`config.mk`:
```
export PLATFORM = sky130hd
export DESIGN_NAME = leitor_caminho
export DESIGN_NICKNAME = d
export VERILOG_FILES = /design/src/rtl/leitor_caminho.sv
export SDC_FILE = /design/constraint.sdc
export NUM_CORES = 1
export LEC_CHECK = 0
export CORE_UTILIZATION = 50
export CTS_CLUSTER_DIAMETER = 80
export CTS_CLUSTER_SIZE = 25
export DETAILED_ROUTE_END_ITERATION = 7
export PLACE_DENSITY = 0.64
export SYNTH_ARGS = -nofsm -noshare
export SYNTH_HDL_FRONTEND = slang
export SYNTH_SLANG_ARGS = --single-unit
```
`constraint.sdc`:
```
create_clock -name clk -period 4.5 [get_ports clk]
set_clock_uncertainty 0.05 [all_clocks]
set_input_delay 0.9 -clock clk [delete_from_list [all_inputs] [get_ports clk]]
set_output_delay 0.9 -clock clk [all_outputs]
set_load 0.02 [all_outputs]
```
`src/rtl/leitor_caminho.sv`:
```
// -----------------------------------------------------------------------------
// leitor_caminho
// Reverses the node path produced by the anterior-memory walk. Nodes arrive
// destino-first and are pushed into an internal LIFO; once the path is
// complete they are popped and streamed out fonte-first on a valid/ready port.
//
// Ports
//   clk                 system clock, all state on the rising edge
//   rst_n               asynchronous active-low reset
//   iniciar_in          pulse: new search started; clears the block, arms capture
//   no_valido_in        strobe: a path node is present on no_endereco_in
//   no_endereco_in      path node address (destino first, fonte last)
//   caminho_pronto_in   pulse: path reconstruction finished
//   saida_valido_out    output node valid
//   saida_endereco_out  output node address (fonte first)
//   saida_ultimo_out    marks the final output node (destino)
//   saida_pronto_in     consumer ready
//   ocupado_out         high while not idle
//   tamanho_out         number of nodes captured, held until next iniciar_in
//   overflow_out        sticky: a node was dropped because the LIFO was full
// -----------------------------------------------------------------------------
module leitor_caminho #(
   parameter int ADDR_WIDTH  = 10,
   parameter int MAX_CAMINHO = 64,
   parameter int CONT_WIDTH  = $clog2(MAX_CAMINHO + 1)
) (
   input  logic                  clk,
   input  logic                  rst_n,
   input  logic                  iniciar_in,
   input  logic                  no_valido_in,
   input  logic [ADDR_WIDTH-1:0] no_endereco_in,
   input  logic                  caminho_pronto_in,
   output logic                  saida_valido_out,
   output logic [ADDR_WIDTH-1:0] saida_endereco_out,
   output logic                  saida_ultimo_out,
   input  logic                  saida_pronto_in,
   output logic                  ocupado_out,
   output logic [CONT_WIDTH-1:0] tamanho_out,
   output logic                  overflow_out
);

   localparam int IDX_WIDTH = (MAX_CAMINHO > 1) ? $clog2(MAX_CAMINHO) : 1;

   localparam logic [1:0] OCIOSO  = 2'd0;
   localparam logic [1:0] CAPTURA = 2'd1;
   localparam logic [1:0] ENVIO   = 2'd2;

   localparam logic [CONT_WIDTH-1:0] ZERO_C = {CONT_WIDTH{1'b0}};
   localparam logic [CONT_WIDTH-1:0] ONE_C  = CONT_WIDTH'(1);
   localparam logic [CONT_WIDTH-1:0] MAX_C  = CONT_WIDTH'(MAX_CAMINHO);

   logic [ADDR_WIDTH-1:0] mem_q [MAX_CAMINHO];

   logic [1:0]            state_q,   state_d;
   logic [CONT_WIDTH-1:0] ptr_q,     ptr_d;
   logic [CONT_WIDTH-1:0] tamanho_q, tamanho_d;
   logic                  overflow_q, overflow_d;
   logic                  valido_q,  valido_d;
   logic [ADDR_WIDTH-1:0] endereco_q, endereco_d;
   logic                  ultimo_q,  ultimo_d;
   logic                  ocupado_q, ocupado_d;
   logic                  wr_en_s;
   logic [CONT_WIDTH-1:0] ptr_dec_s;
   logic [IDX_WIDTH-1:0]  wr_idx_s;
   logic [IDX_WIDTH-1:0]  rd_idx_s;

   // The pointer only ever indexes the array while below MAX_CAMINHO (write)
   // or above zero (read), so the truncated index is always in range.
   assign ptr_dec_s = ptr_q - ONE_C;
   assign wr_idx_s  = ptr_q[IDX_WIDTH-1:0];
   assign rd_idx_s  = ptr_dec_s[IDX_WIDTH-1:0];

   // Next-state logic: control FSM, LIFO pointer, counters and output register.
   always_comb begin
      state_d    = state_q;
      ptr_d      = ptr_q;
      tamanho_d  = tamanho_q;
      overflow_d = overflow_q;
      valido_d   = valido_q;
      endereco_d = endereco_q;
      ultimo_d   = ultimo_q;
      wr_en_s    = 1'b0;

      if (iniciar_in) begin
         // Restart wins over everything, including an ENVIO in progress.
         state_d    = CAPTURA;
         ptr_d      = ZERO_C;
         tamanho_d  = ZERO_C;
         overflow_d = 1'b0;
         valido_d   = 1'b0;
      end else begin
         case (state_q)
            OCIOSO: begin
               state_d = OCIOSO;
            end
            CAPTURA: begin
               if (no_valido_in) begin
                  if (ptr_q < MAX_C) begin
                     wr_en_s = 1'b1;
                     ptr_d   = ptr_q + ONE_C;
                     if (tamanho_q < MAX_C) begin
                        tamanho_d = tamanho_q + ONE_C;
                     end else begin
                        tamanho_d = tamanho_q;
                     end
                  end else begin
                     overflow_d = 1'b1;
                  end
               end else begin
                  ptr_d = ptr_q;
               end
               // ptr_d already includes a node strobed in this same cycle.
               if (caminho_pronto_in) begin
                  if (ptr_d != ZERO_C) begin
                     state_d = ENVIO;
                  end else begin
                     state_d = OCIOSO;
                  end
               end else begin
                  state_d = CAPTURA;
               end
            end
            ENVIO: begin
               // Load when the output register is empty or being consumed.
               if (!valido_q || saida_pronto_in) begin
                  if (ptr_q != ZERO_C) begin
                     valido_d   = 1'b1;
                     endereco_d = mem_q[rd_idx_s];
                     ultimo_d   = (ptr_q == ONE_C);
                     ptr_d      = ptr_dec_s;
                  end else begin
                     valido_d = 1'b0;
                     state_d  = OCIOSO;
                  end
               end else begin
                  valido_d = valido_q;
               end
            end
            default: begin
               state_d  = OCIOSO;
               valido_d = 1'b0;
            end
         endcase
      end

      ocupado_d = (state_d != OCIOSO);
   end

   // Control and output registers.
   always_ff @(posedge clk or negedge rst_n) begin
      if (!rst_n) begin
         state_q    <= OCIOSO;
         ptr_q      <= ZERO_C;
         tamanho_q  <= ZERO_C;
         overflow_q <= 1'b0;
         valido_q   <= 1'b0;
         endereco_q <= {ADDR_WIDTH{1'b0}};
         ultimo_q   <= 1'b0;
         ocupado_q  <= 1'b0;
      end else begin
         state_q    <= state_d;
         ptr_q      <= ptr_d;
         tamanho_q  <= tamanho_d;
         overflow_q <= overflow_d;
         valido_q   <= valido_d;
         endereco_q <= endereco_d;
         ultimo_q   <= ultimo_d;
         ocupado_q  <= ocupado_d;
      end
   end

   // LIFO storage; contents are only meaningful below ptr_q, so no reset.
   always_ff @(posedge clk) begin
      if (wr_en_s) begin
         mem_q[wr_idx_s] <= no_endereco_in;
      end
   end

   assign saida_valido_out   = valido_q;
   assign saida_endereco_out = endereco_q;
   assign saida_ultimo_out   = ultimo_q;
   assign ocupado_out        = ocupado_q;
   assign tamanho_out        = tamanho_q;
   assign overflow_out       = overflow_q;

endmodule

```
==> Implementation_results.wiki, run 1 <==
{| class="wikitable"
! Metric !! Value
|-
| Clock transition at the registers of the reported paths || roughly 0.090 ns
|-
| Netlist cell types || 61
|-
| Final setup vio count || 0
|-
| Number of buffers added by the clock tree synthesis step || 35
|-
| PnR worst setup slack || 0.785 ns
|-
| Number of I/O port buffers || 36
|-
| Via count of the first global-routing pass || 12923
|-
| Net count of the finished layout || 1419
|-
| Fin Hold WS || between 0.5 and 0.6 ns
|-
| Fraction of layout instances using a drive strength above 1 || 22.8%
|-
| Number of clock sinks || 670
|-
| Final number of hold-violating endpoints || 0
|-
| Area Growth Syn to Fin || 10.0%
|-
| Slew headroom || 28.1%
|-
| Source of the worst hold timing path || saida_ultimo_out
|-
| Final period util || 82.6%
|-
| Sort of element at the start of the critical path || register
|-
| Dpl hpwl || 37700 µm
|-
| Cell internal pwr || about 9.2 mW
|-
| Fraction of power consumed by the clock network || 28.9%
|-
| Type of destination of the critical path || register
|-
| Sequential cell fraction of total power || 56.8%
|-
| Synth top area cells || edfxtp_1 73%, mux4_2 14%, dfrtp_1 2.8%
|-
| Via count || 12910
|-
| Number of enable flip-flop cells after synthesis || 640
|-
| Time the final worst path needs with I/O delays and setup || between 3 and 4 ns
|-
| Synth top area share || 72.6%
|-
| Ports placed on the boundary || 37
|-
| Largest fanout on the critical path || 64
|-
| GRT Overall Usage || 23.0%
|-
| Status || finished, final reports clean
|-
| Psw || 2.99 mW
|-
| Average wire per cell in the routed design || between 20 and 30 µm
|-
| Hold Path Class || reg -> reg
|-
| H-tree lvl count || 2
|-
| Worst hold stages || 2
|-
| Top achievable clock speed || approximately 270 MHz
|-
| Fraction of registers with async set or reset after synthesis || 4.48%
|-
| Clock tree from TritonCTS || yes
|-
| Routed wire length || between 60000 and 70000 µm
|-
| Tightest Pin Transition || roughly 1.1 ns
|-
| Setup_tns || 0 ns
|-
| Diode count || 0
|-
| Clock root cell || clkbuf_16
|-
| Class of the most critical setup path || reg -> reg
|-
| Portion of the post-synthesis area used by sequential elements || 75.4%
|-
| Hold Path Sink || saida_ultimo_out
|-
| Depth of the worst register-to-register path || 6
|-
| Start of the worst register-to-register path || ptr_q[0]
|-
| Site Rows || between 80 and 90
|-
| Die width || around 230 µm
|-
| RSZ-0062 raised after global routing || no
|-
| Total of max-cap violations || 0
|-
| Number of DRC markers after the initial detailed-route iteration || 1386
|-
| Count of nets left with antenna violations after detail routing || 0
|-
| Total Power || 12.1 mW
|-
| Required time of the critical path || 4.90 ns
|-
| Max rail drop VDD || 0.224 mV
|-
| Number of setup buffers added after CTS || 0
|-
| Floorplan core area || 51800 µm²
|-
| Mapped Nets || between 1000 and 1500
|-
| First-pass GRT wire length || just under 90000 µm
|-
| Clock latency reported for the late side of the worst-skew pair || 0.59 ns
|-
| Worst R2R Setup Slack || 0.78 ns
|-
| #FFs+latches synth || 670
|-
| Die H || 232 µm
|-
| Initial core utilization || 51.1%
|-
| Data arrival time of the critical path || 4.12 ns
|-
| Largest net degree at the start of global routing || 130
|-
| Drt pass-1 iters || 6
|-
| Final count of pins violating max slew || 0
|-
| Post-Place Setup Slack || 0.818 ns
|-
| Via count normalized by instance count || 6.17
|-
| Number of DRC violations after detailed routing || 0
|-
| Antenna violations before repair || 1
|-
| Synth warnings || 0
|-
| Instance count of the mapped netlist || 1293
|-
| Power share of the combinational group || between 10% and 20%
|-
| Leakage component of the power || between 9 and 10 nW
|-
| Number of buffers on the longest clock path || 3
|-
| Cell taking the most area after synthesis || edfxtp_1
|-
| Post-cts sizing count || 0
|-
| Reg2reg end || saida_endereco_out[1]
|-
| Overflow left after global routing || 0
|-
| Die area || 53900 µm²
|-
| Post-synth design cell area || 26500 µm²
|-
| Post-CTS Hold Buffers || 0
|-
| Average instance area after synthesis || 20.5 µm²
|-
| Switching share of power || 24.6%
|-
| Routability Congestion || 0.957
|-
| PD cells || ~420 nW/µm²
|-
| Leading register cell type out of synthesis || edfxtp_1
|}
-- worst max-delay path, cell delays in order (launching register included) --
cell	delay, ns
dfrtp_4	0.52
inv_1	0.42
ha_4	0.86
mux4_2	0.46
mux4_1	0.61
o2111ai_1	0.45
nand2_1	0.10
-- sequential cells by signal, summed over array words and instances, names as in the netlist --
| name | flops |
|---|---|
| mem_q | 640 |
| ocupado_out | 1 |
| overflow_out | 1 |
| ptr_q | 7 |
| saida_endereco_out | 10 |
| saida_ultimo_out | 1 |
| saida_valido_out | 1 |
| state_q | 2 |
| tamanho_out | 7 |
-- cell usage after synthesis, drive strengths merged, types with 6 or more instances --
master and n:
a21oi 10, a221oi 10, a22oi 11, a32oi 10, buf 37, clkbuf 30
dfrtp 30, edfxtp 640, ha 6, inv 9, mux2i 33, mux4 170
nand2 90, nand3 25, nor2 87, nor2b 6, nor3 6, o2111ai 10
o21ai 9, xnor2 6, xor2 7
-- cell type report --
class | count | area, µm²
Timing Repair Buffer | 134 | 1080
Multi-Input combinational cell | 547 | 6130
Clock buffer | 42 | 922
Tap cell | 680 | 851
Clock inverter | 11 | 128
Sequential cell | 670 | 20000
Inverter | 9 | 33.8
Fill cell | 3811 | 22700
-- power by group through the flow --
stage / sequential (mW) / clock, mW / combinational [mW]
after global placement: 7.04 / 0 / 1.74
after floorplan: 7.04 / 0 / 1.11
after global routing: 6.90 / 3.78 / 1.84
after detailed placement: 7.04 / 0 / 1.75
after CTS: 6.89 / 3.58 / 1.75
final: 6.90 / 3.50 / 1.74
-- per-layer routing --
metal | routed length, µm | global-route usage [%]
met1 | 26000 | 34.1
met2 | 28800 | 35.9
met3 | 3960 | 3.65
met4 | 1370 | 5.37
met5 | 0 | 0
-- worst max-delay path by stage --
stage | start | to | slack [ns]
3_3_place_gp | ptr_q[0] | saida_endereco_out[3] | 0.80
2_1_floorplan | ptr_q[0] | saida_endereco_out[3] | 0.86
3_5_place_dp | ptr_q[0] | saida_endereco_out[4] | 0.82
4_1_cts | ptr_q[0] | saida_endereco_out[4] | 0.80
6_report | ptr_q[0] | saida_endereco_out[1] | 0.78
5_1_grt | ptr_q[0] | saida_endereco_out[6] | 0.66
-- cells by family after synthesis --
kind of cell	count (synthesis)	share of synthesized area, %
xor+xnor	13	0.529
flops	670	75.4
mux	204	15.9
simple gates	242	4.05
buf+inv	76	1.49
fa+ha+maj	6	0.284
compound gates	82	2.29
-- cell usage in the layout (no fill, tap or decap), types with 5 or more instances in the layout --
master	n
a21oi_1	10
a221oi_1	10
a22oi_1	11
a32oi_1	10
buf_2	10
buf_4	95
clkbuf_1	5
clkbuf_16	35
clkdlybuf4s50_1	26
dfrtp_1	29
edfxtp_1	640
ha_1	5
inv_1	9
mux2i_1	33
mux4_1	11
mux4_2	159
nand2_1	90
nand2b_1	5
nand3_1	25
nor2_1	86
nor2b_1	6
nor3_1	5
o2111ai_1	10
o21ai_0	8
xnor2_1	6
xor2_1	5
-- stage by stage --
step	util, %	cell area [µm²]	cells
6_report	56.2	29100	2093
5_1_grt	56.2	29100	2093
4_1_cts	56.2	29100	2092
3_5_place_dp	54.2	28100	2039
3_3_place_gp	54.2	28100	2039
2_1_floorplan	-	26500	1293
No activity file was read; power rests on OpenSTA's default activity.
==> run 2: changes to the inputs <==
--- a/config.mk
+++ b/config.mk
@@ -9,7 +9,7 @@
 export CTS_CLUSTER_DIAMETER = 80
 export CTS_CLUSTER_SIZE = 25
 export DETAILED_ROUTE_END_ITERATION = 7
-export PLACE_DENSITY = 0.64
+export PLACE_DENSITY = 0.66
 export SYNTH_ARGS = -nofsm -noshare
 export SYNTH_HDL_FRONTEND = slang
 export SYNTH_SLANG_ARGS = --single-unit
==> constraint.sdc (replaced) <==
create_clock -name clk -period 3.3 [get_ports clk]
set_clock_uncertainty 0.05 [all_clocks]
set_input_delay 0.66 -clock clk [delete_from_list [all_inputs] [get_ports clk]]
set_output_delay 0.66 -clock clk [all_outputs]
set_load 0.02 [all_outputs]
==> Implementation_results.wiki, run 2 (synthesized netlist as in run 1, its figures left out) <==
{| class="wikitable"
! Metric !! Value
|-
| Time the final worst path needs with I/O delays and setup || 3.03 ns
|-
| Dpl hpwl || ~37000 µm
|-
| GRT Overall Usage || around 22%
|-
| Critical path cell sequence || inv_1 > ha_4 > xor2_4 > buf_12 > mux4_1 > mux2i_1 > a221oi_1 > a22oi_1 > nand2_1
|-
| Number of buffers added by the clock tree synthesis step || 34
|-
| Met2 WL post-DR || 27700 µm
|-
| Register name with the most flops || mem_q
|-
| Clock tree from TritonCTS || yes
|-
| Largest net degree at the start of global routing || 66
|-
| Status || finished, final reports clean
|-
| Cell internal pwr || between 10 and 15 mW
|-
| Diode count || 0
|-
| Required time of the critical path || 3.70 ns
|-
| Count of nets left with antenna violations after detail routing || 0
|-
| Largest fanout on the critical path || 30
|-
| Max rail drop VDD || 0.305 mV
|-
| Sequential cell fraction of total power || 56.7%
|-
| Area of the multi-input gates || 6130 µm²
|-
| Top achievable clock speed || 330 MHz
|-
| Post-CTS Hold Buffers || 0
|-
| Floorplan core area || 51800 µm²
|-
| RSZ-0062 raised after global routing || no
|-
| Flip-flop count of the largest register after layout || between 600 and 700
|-
| Final period util || 91.7%
|-
| Number of fillers in the final layout || 3748
|-
| Type of destination of the critical path || register
|-
| Routability Congestion || 0.930
|-
| Ports placed on the boundary || 37
|-
| H-tree lvl count || 2
|-
| Via count of the first global-routing pass || between 10000 and 15000
|-
| PD cells || 564 nW/µm²
|-
| Setup_tns || 0 ns
|-
| Power share of the combinational group || 14.4%
|-
| Leakage component of the power || 9.39 nW
|-
| Hold Path Class || in -> reg
|-
| Antenna violations before repair || 0
|-
| Final number of hold-violating endpoints || 0
|-
| Number of clock sinks || 670
|-
| Total of max-cap violations || 0
|-
| Number of DRC violations after detailed routing || 0
|-
| Number of setup buffers added after CTS || 0
|-
| Commonest cells after routing, fill and taps aside || 640 x edfxtp_1, 159 x mux4_2, 112 x buf_4
|-
| Tightest Pin Transition || 1.06 ns
|-
| Via count normalized by instance count || 6.08
|-
| Number of buffers on the longest clock path || 3
|-
| Net count of the finished layout || between 1000 and 1500
|-
| Clock root cell || clkbuf_16
|-
| Sort of element at the start of the critical path || register
|-
| Via count || 12859
|-
| Slew headroom || 29.6%
|-
| Psw || between 3 and 4 mW
|-
| Site Rows || 83
|-
| Post-route non-filler standard cell count || between 2000 and 2500
|-
| Final count of pins violating max slew || 0
|-
| First-pass GRT wire length || 85700 µm
|-
| Uppermost metal layer occupied by signal nets || met4
|-
| Number of DRC markers after the initial detailed-route iteration || 1590
|-
| Average wire per cell in the routed design || 27.2 µm
|-
| Overflow left after global routing || 0
|-
| Initial core utilization || 51.1%
|-
| Die H || 232 µm
|-
| Slowest stage delay, CP || 0.58 ns
|-
| Die width || 232 µm
|-
| Number of I/O port buffers || 36
|-
| Clock latency reported for the late side of the worst-skew pair || 0.57 ns
|-
| Drt pass-1 iters || 7
|-
| Total routed wire length on the met1 layer || 24700 µm
|-
| Final setup vio count || 0
|-
| Class of the most critical setup path || reg -> reg
|-
| Total area of sequential cells || 20000 µm²
|-
| Worst R2R Setup Slack || 0.27 ns
|-
| Fraction of layout instances using a drive strength above 1 || 24.0%
|-
| Fraction of power consumed by the clock network || 28.8%
|-
| Die area || 53900 µm²
|-
| Clock transition at the registers of the reported paths || 0.09 ns
|-
| Post-cts sizing count || 0
|-
| Leading cell type in the layout, fill and taps excluded || edfxtp_1
|-
| Total Power || 16.6 mW
|-
| Routed wire length || around 57000 µm
|-
| Max stage delay cell, worst path || dfrtp_4
|-
| Area Growth Syn to Fin || 11.0%
|-
| Amount of wire on met3 after detailed routing || 3850 µm
|-
| Fin Hold WS || roughly 0.4 ns
|-
| Count of placed standard cells including taps || 2063
|-
| Data arrival time of the critical path || 3.43 ns
|-
| Switching share of power || 24.1%
|}
run 2: cell types whose count changed in the layout (fill, tap and decap cells not counted), sizes merged:
cell,before,now
inv,13,10
clkinv,5,4
clkinvlp,1,0
buf,108,131
clkbuf,42,47
run 2: through the flow:
step	util [%]	setup WS [ns]	cell area [µm²]
after floorplan	-	0.00227	26500
after global placement	54.6	0.176	28300
after global routing	56.7	0.108	29400
after CTS	56.7	0.260	29400
after detailed placement	54.6	0.0897	28300
final	56.7	0.273	29400
run 2: layout make-up:
type,count,share of cell area [%]
inverters,9,0.115
flip-flops and latches,670,68.0
well taps,680,2.90
repair buffers,157,4.53
clock buffers,47,3.31
multi-input cells,547,20.9
clock inverters,6,0.324
run 2: path summary, 6_finish.rpt:
kind / cells past startpoint / startpoint / to
max in group asynchronous: 2 / rst_n / ptr_q[0]
setup reg to reg: 9 / ptr_q[0] / saida_endereco_out[3]
setup / recovery: 9 / ptr_q[0] / saida_endereco_out[3]
min in group asynchronous: 2 / rst_n / tamanho_out[4]
hold reg to reg: 2 / saida_ultimo_out / saida_ultimo_out
hold / removal: 1 / no_endereco_in[6] / mem_q[33][6]
run 2: metal layers:
layer | vias up | global-route usage (%)
met5 | - | 0
met4 | 0 | 5.06
met3 | 68 | 4.10
met2 | 464 | 35.0
met1 | 6786 | 32.1
li1 | 5541 | -
run 2: worst max-delay path: cells and delay by family, from the launching register on:
family,cells,cell delay [ns]
AOI/OAI and AO/OA,2,0.37
xor gates and xnor gates,1,0.23
adders and majority gates,1,0.25
and+or+nand+nor,1,0.07
DFF,1,0.58
buffers and inverters,2,0.43
muxes,2,0.91
run 2: power by group through the flow:
stage	combinational [mW]	clock [mW]	sequential [mW]
floorplan	1.52	0	9.60
global placement	2.40	0	9.59
detailed placement	2.41	0	9.60
CTS	2.42	4.88	9.40
global route	2.55	5.13	9.41
finish	2.39	4.78	9.40
==> run 3: changes to the inputs <==
--- a/config.mk
+++ b/config.mk
@@ -9,7 +9,8 @@
 export CTS_CLUSTER_DIAMETER = 80
 export CTS_CLUSTER_SIZE = 25
 export DETAILED_ROUTE_END_ITERATION = 7
-export PLACE_DENSITY = 0.66
+export PLACE_DENSITY = 0.63
 export SYNTH_ARGS = -nofsm -noshare
 export SYNTH_HDL_FRONTEND = slang
 export SYNTH_SLANG_ARGS = --single-unit
+export TNS_END_PERCENT = 100
==> constraint.sdc (replaced) <==
create_clock -name clk -period 3.7 [get_ports clk]
set_clock_uncertainty 0.05 [all_clocks]
set_input_delay 0.74 -clock clk [delete_from_list [all_inputs] [get_ports clk]]
set_output_delay 0.74 -clock clk [all_outputs]
set_load 0.02 [all_outputs]
==> Implementation_results.wiki, run 3 (synthesized netlist as in run 1, its figures left out) <==
{| class="wikitable"
! Metric !! Value
|-
| Status || finished, final reports clean
|-
| Number of fillers in the final layout || 3844
|-
| Drt pass-1 iters || 7
|-
| Most prevalent standard cell on the critical path || buf_12
|-
| Die width || roughly 230 µm
|-
| Site Rows || 83
|-
| Clock transition at the registers of the reported paths || 0.10 ns
|-
| Post-Place Setup Slack || between 0.4 and 0.5 ns
|-
| Via count of the first global-routing pass || 12997
|-
| Number of buffers on the longest clock path || 3
|-
| Die area || between 50000 and 60000 µm²
|-
| GRT Overall Usage || 22.5%
|-
| Diode count || 0
|-
| Data arrival time of the critical path || 3.67 ns
|-
| Number of DRC violations after detailed routing || 0
|-
| Commonest cells after routing, fill and taps aside || 640 x edfxtp_1, 159 x mux4_2, 109 x buf_4
|-
| First-pass GRT wire length || just under 90000 µm
|-
| Hold Path Class || in -> async
|-
| Top achievable clock speed || 310 MHz
|-
| Count of buffer and inverter cells on the critical path || 3
|-
| Antenna violations before repair || 0
|-
| Non-Filler Cell Area, Final || approximately 29000 µm²
|-
| Die H || 232 µm
|-
| Number of I/O port buffers || 36
|-
| Switching share of power || between 20% and 30%
|-
| Total of max-cap violations || 0
|-
| Clock tree from TritonCTS || yes
|-
| Start of the worst register-to-register path || ptr_q[0]
|-
| Number of setup buffers added after CTS || 0
|-
| Overflow left after global routing || 0
|-
| PnR worst setup slack || 0.477 ns
|-
| Count of nets left with antenna violations after detail routing || 0
|-
| Area of placed instances || 28300 µm²
|-
| PD cells || between 400 and 500 nW/µm²
|-
| Leading cell type in the layout, fill and taps excluded || edfxtp_1
|-
| Time the final worst path needs with I/O delays and setup || 3.22 ns
|-
| Largest fanout on the critical path || 68
|-
| Slew headroom || 39.6%
|-
| Sort of element at the start of the critical path || register
|-
| Depth of the worst register-to-register path || 9
|-
| Area Growth Syn to Fin || 10.3%
|-
| Kind of cell adding the most delay to the critical path || multiplexers
|-
| Ports placed on the boundary || 37
|-
| Leakage component of the power || roughly 9.3 nW
|-
| H-tree lvl count || 1
|-
| Required time of the critical path || 4.15 ns
|-
| Psw || 3.52 mW
|-
| Critical path cell sequence || inv_1 > ha_4 > buf_12 > buf_12 > mux4_1 > mux2i_1 > a221oi_1 > a22oi_1 > nand2_1
|-
| Number of DRC markers after the initial detailed-route iteration || ~1300
|-
| Via count || 12881
|-
| Fraction of layout instances using a drive strength above 1 || 23.4%
|-
| Worst R2R Setup Slack || roughly 0.48 ns
|-
| Register name with the most flops || mem_q
|-
| Cell internal pwr || 10.9 mW
|-
| Final period util || 87.1%
|-
| Initial core utilization || around 51%
|-
| Dpl hpwl || 37400 µm
|-
| Final setup vio count || 0
|-
| Max stage delay cell, worst path || dfrtp_4
|-
| Routed wire length || 59000 µm
|-
| Tightest Pin Transition || a little over 0.9 ns
|-
| Floorplan core area || 51800 µm²
|-
| Setup_tns || 0 ns
|-
| Flip-flop count of the largest register after layout || 640
|-
| Routability Congestion || 0.907
|-
| Final count of pins violating max slew || 0
|-
| Class of the most critical setup path || reg -> reg
|-
| Sequential cell fraction of total power || 58.1%
|-
| Number of buffers added by the clock tree synthesis step || 31
|-
| Total Power || between 10 and 15 mW
|-
| Post-cts sizing count || 0
|-
| Net count of the finished layout || approximately 1400
|-
| Final cell utilization of the core || a little under three fifths
|-
| RSZ-0062 raised after global routing || no
|-
| Largest net degree at the start of global routing || 69
|-
| Post-CTS Hold Buffers || 0
|-
| Power share of the combinational group || 15.0%
|-
| Clock root cell || clkbuf_16
|-
| Average wire per cell in the routed design || 27.9 µm
|-
| Final number of hold-violating endpoints || 0
|-
| Max rail drop VDD || 0.376 mV
|-
| Type of destination of the critical path || register
|-
| Slowest stage delay, CP || just under 0.5 ns
|-
| Fraction of power consumed by the clock network || 26.9%
|-
| Clock latency reported for the late side of the worst-skew pair || 0.62 ns
|-
| Number of clock sinks || 670
|-
| Reg2reg end || saida_endereco_out[8]
|-
| Via count normalized by instance count || 6.08
|}
## run 3: per-stage QoR
| stage | std cells | hold slack (ns) |
|---|---|---|
| detailed placement | 2060 | 0.494 |
| CTS | 2117 | 0.132 |
| global placement | 2060 | 0.494 |
| finish | 2117 | 0.137 |
| global route | 2117 | 0.179 |
| floorplan | 1293 | 0.394 |
## run 3: worst register-to-register path: stages (launching register included)
cell and delay [ns]:
dfrtp_4 0.49, inv_1 0.10, ha_4 0.31, buf_12 0.25, buf_12 0.43, mux4_1 0.46, mux2i_1 0.39, a221oi_1 0.18
a22oi_1 0.35, nand2_1 0.10
## run 3: worst max path at each step
stage                     startpoint  cells after the start                    end
after floorplan             ptr_q[0]                     15  saida_endereco_out[3]
after global placement    iniciar_in                      6           mem_q[36][2]
after detailed placement  iniciar_in                      6           mem_q[50][2]
after CTS                   ptr_q[0]                      9  saida_endereco_out[8]
after global routing        ptr_q[0]                      9  saida_endereco_out[8]
final                       ptr_q[0]                      9  saida_endereco_out[8]
## run 3: metal layers
metal | global-route usage (%) | part of all wire, %
met5 | 0 | 0
met4 | 5.22 | 2.1
met1 | 33.6 | 44
met2 | 35.8 | 48
met3 | 2.90 | 6.2
## run 3: power groups by stage
stage	clock, mW	combinational (mW)	sequential, mW
2_1_floorplan	0	1.35	8.56
3_3_place_gp	0	2.20	8.55
3_5_place_dp	0	2.20	8.55
4_1_cts	3.97	2.20	8.38
5_1_grt	4.18	2.30	8.39
6_report	3.87	2.16	8.38
## run 3: area by class of cell
cell class                 instances  area [µm²]  area share, %
clock inverter                     5        35.0          0.120
inverter                           9        33.8          0.116
timing repair buffer             154        1300           4.47
multi-input combinational        547        6130           21.0
sequential                       670       20000           68.4
clock buffer                      52         875           3.00
tap                              680         851           2.91
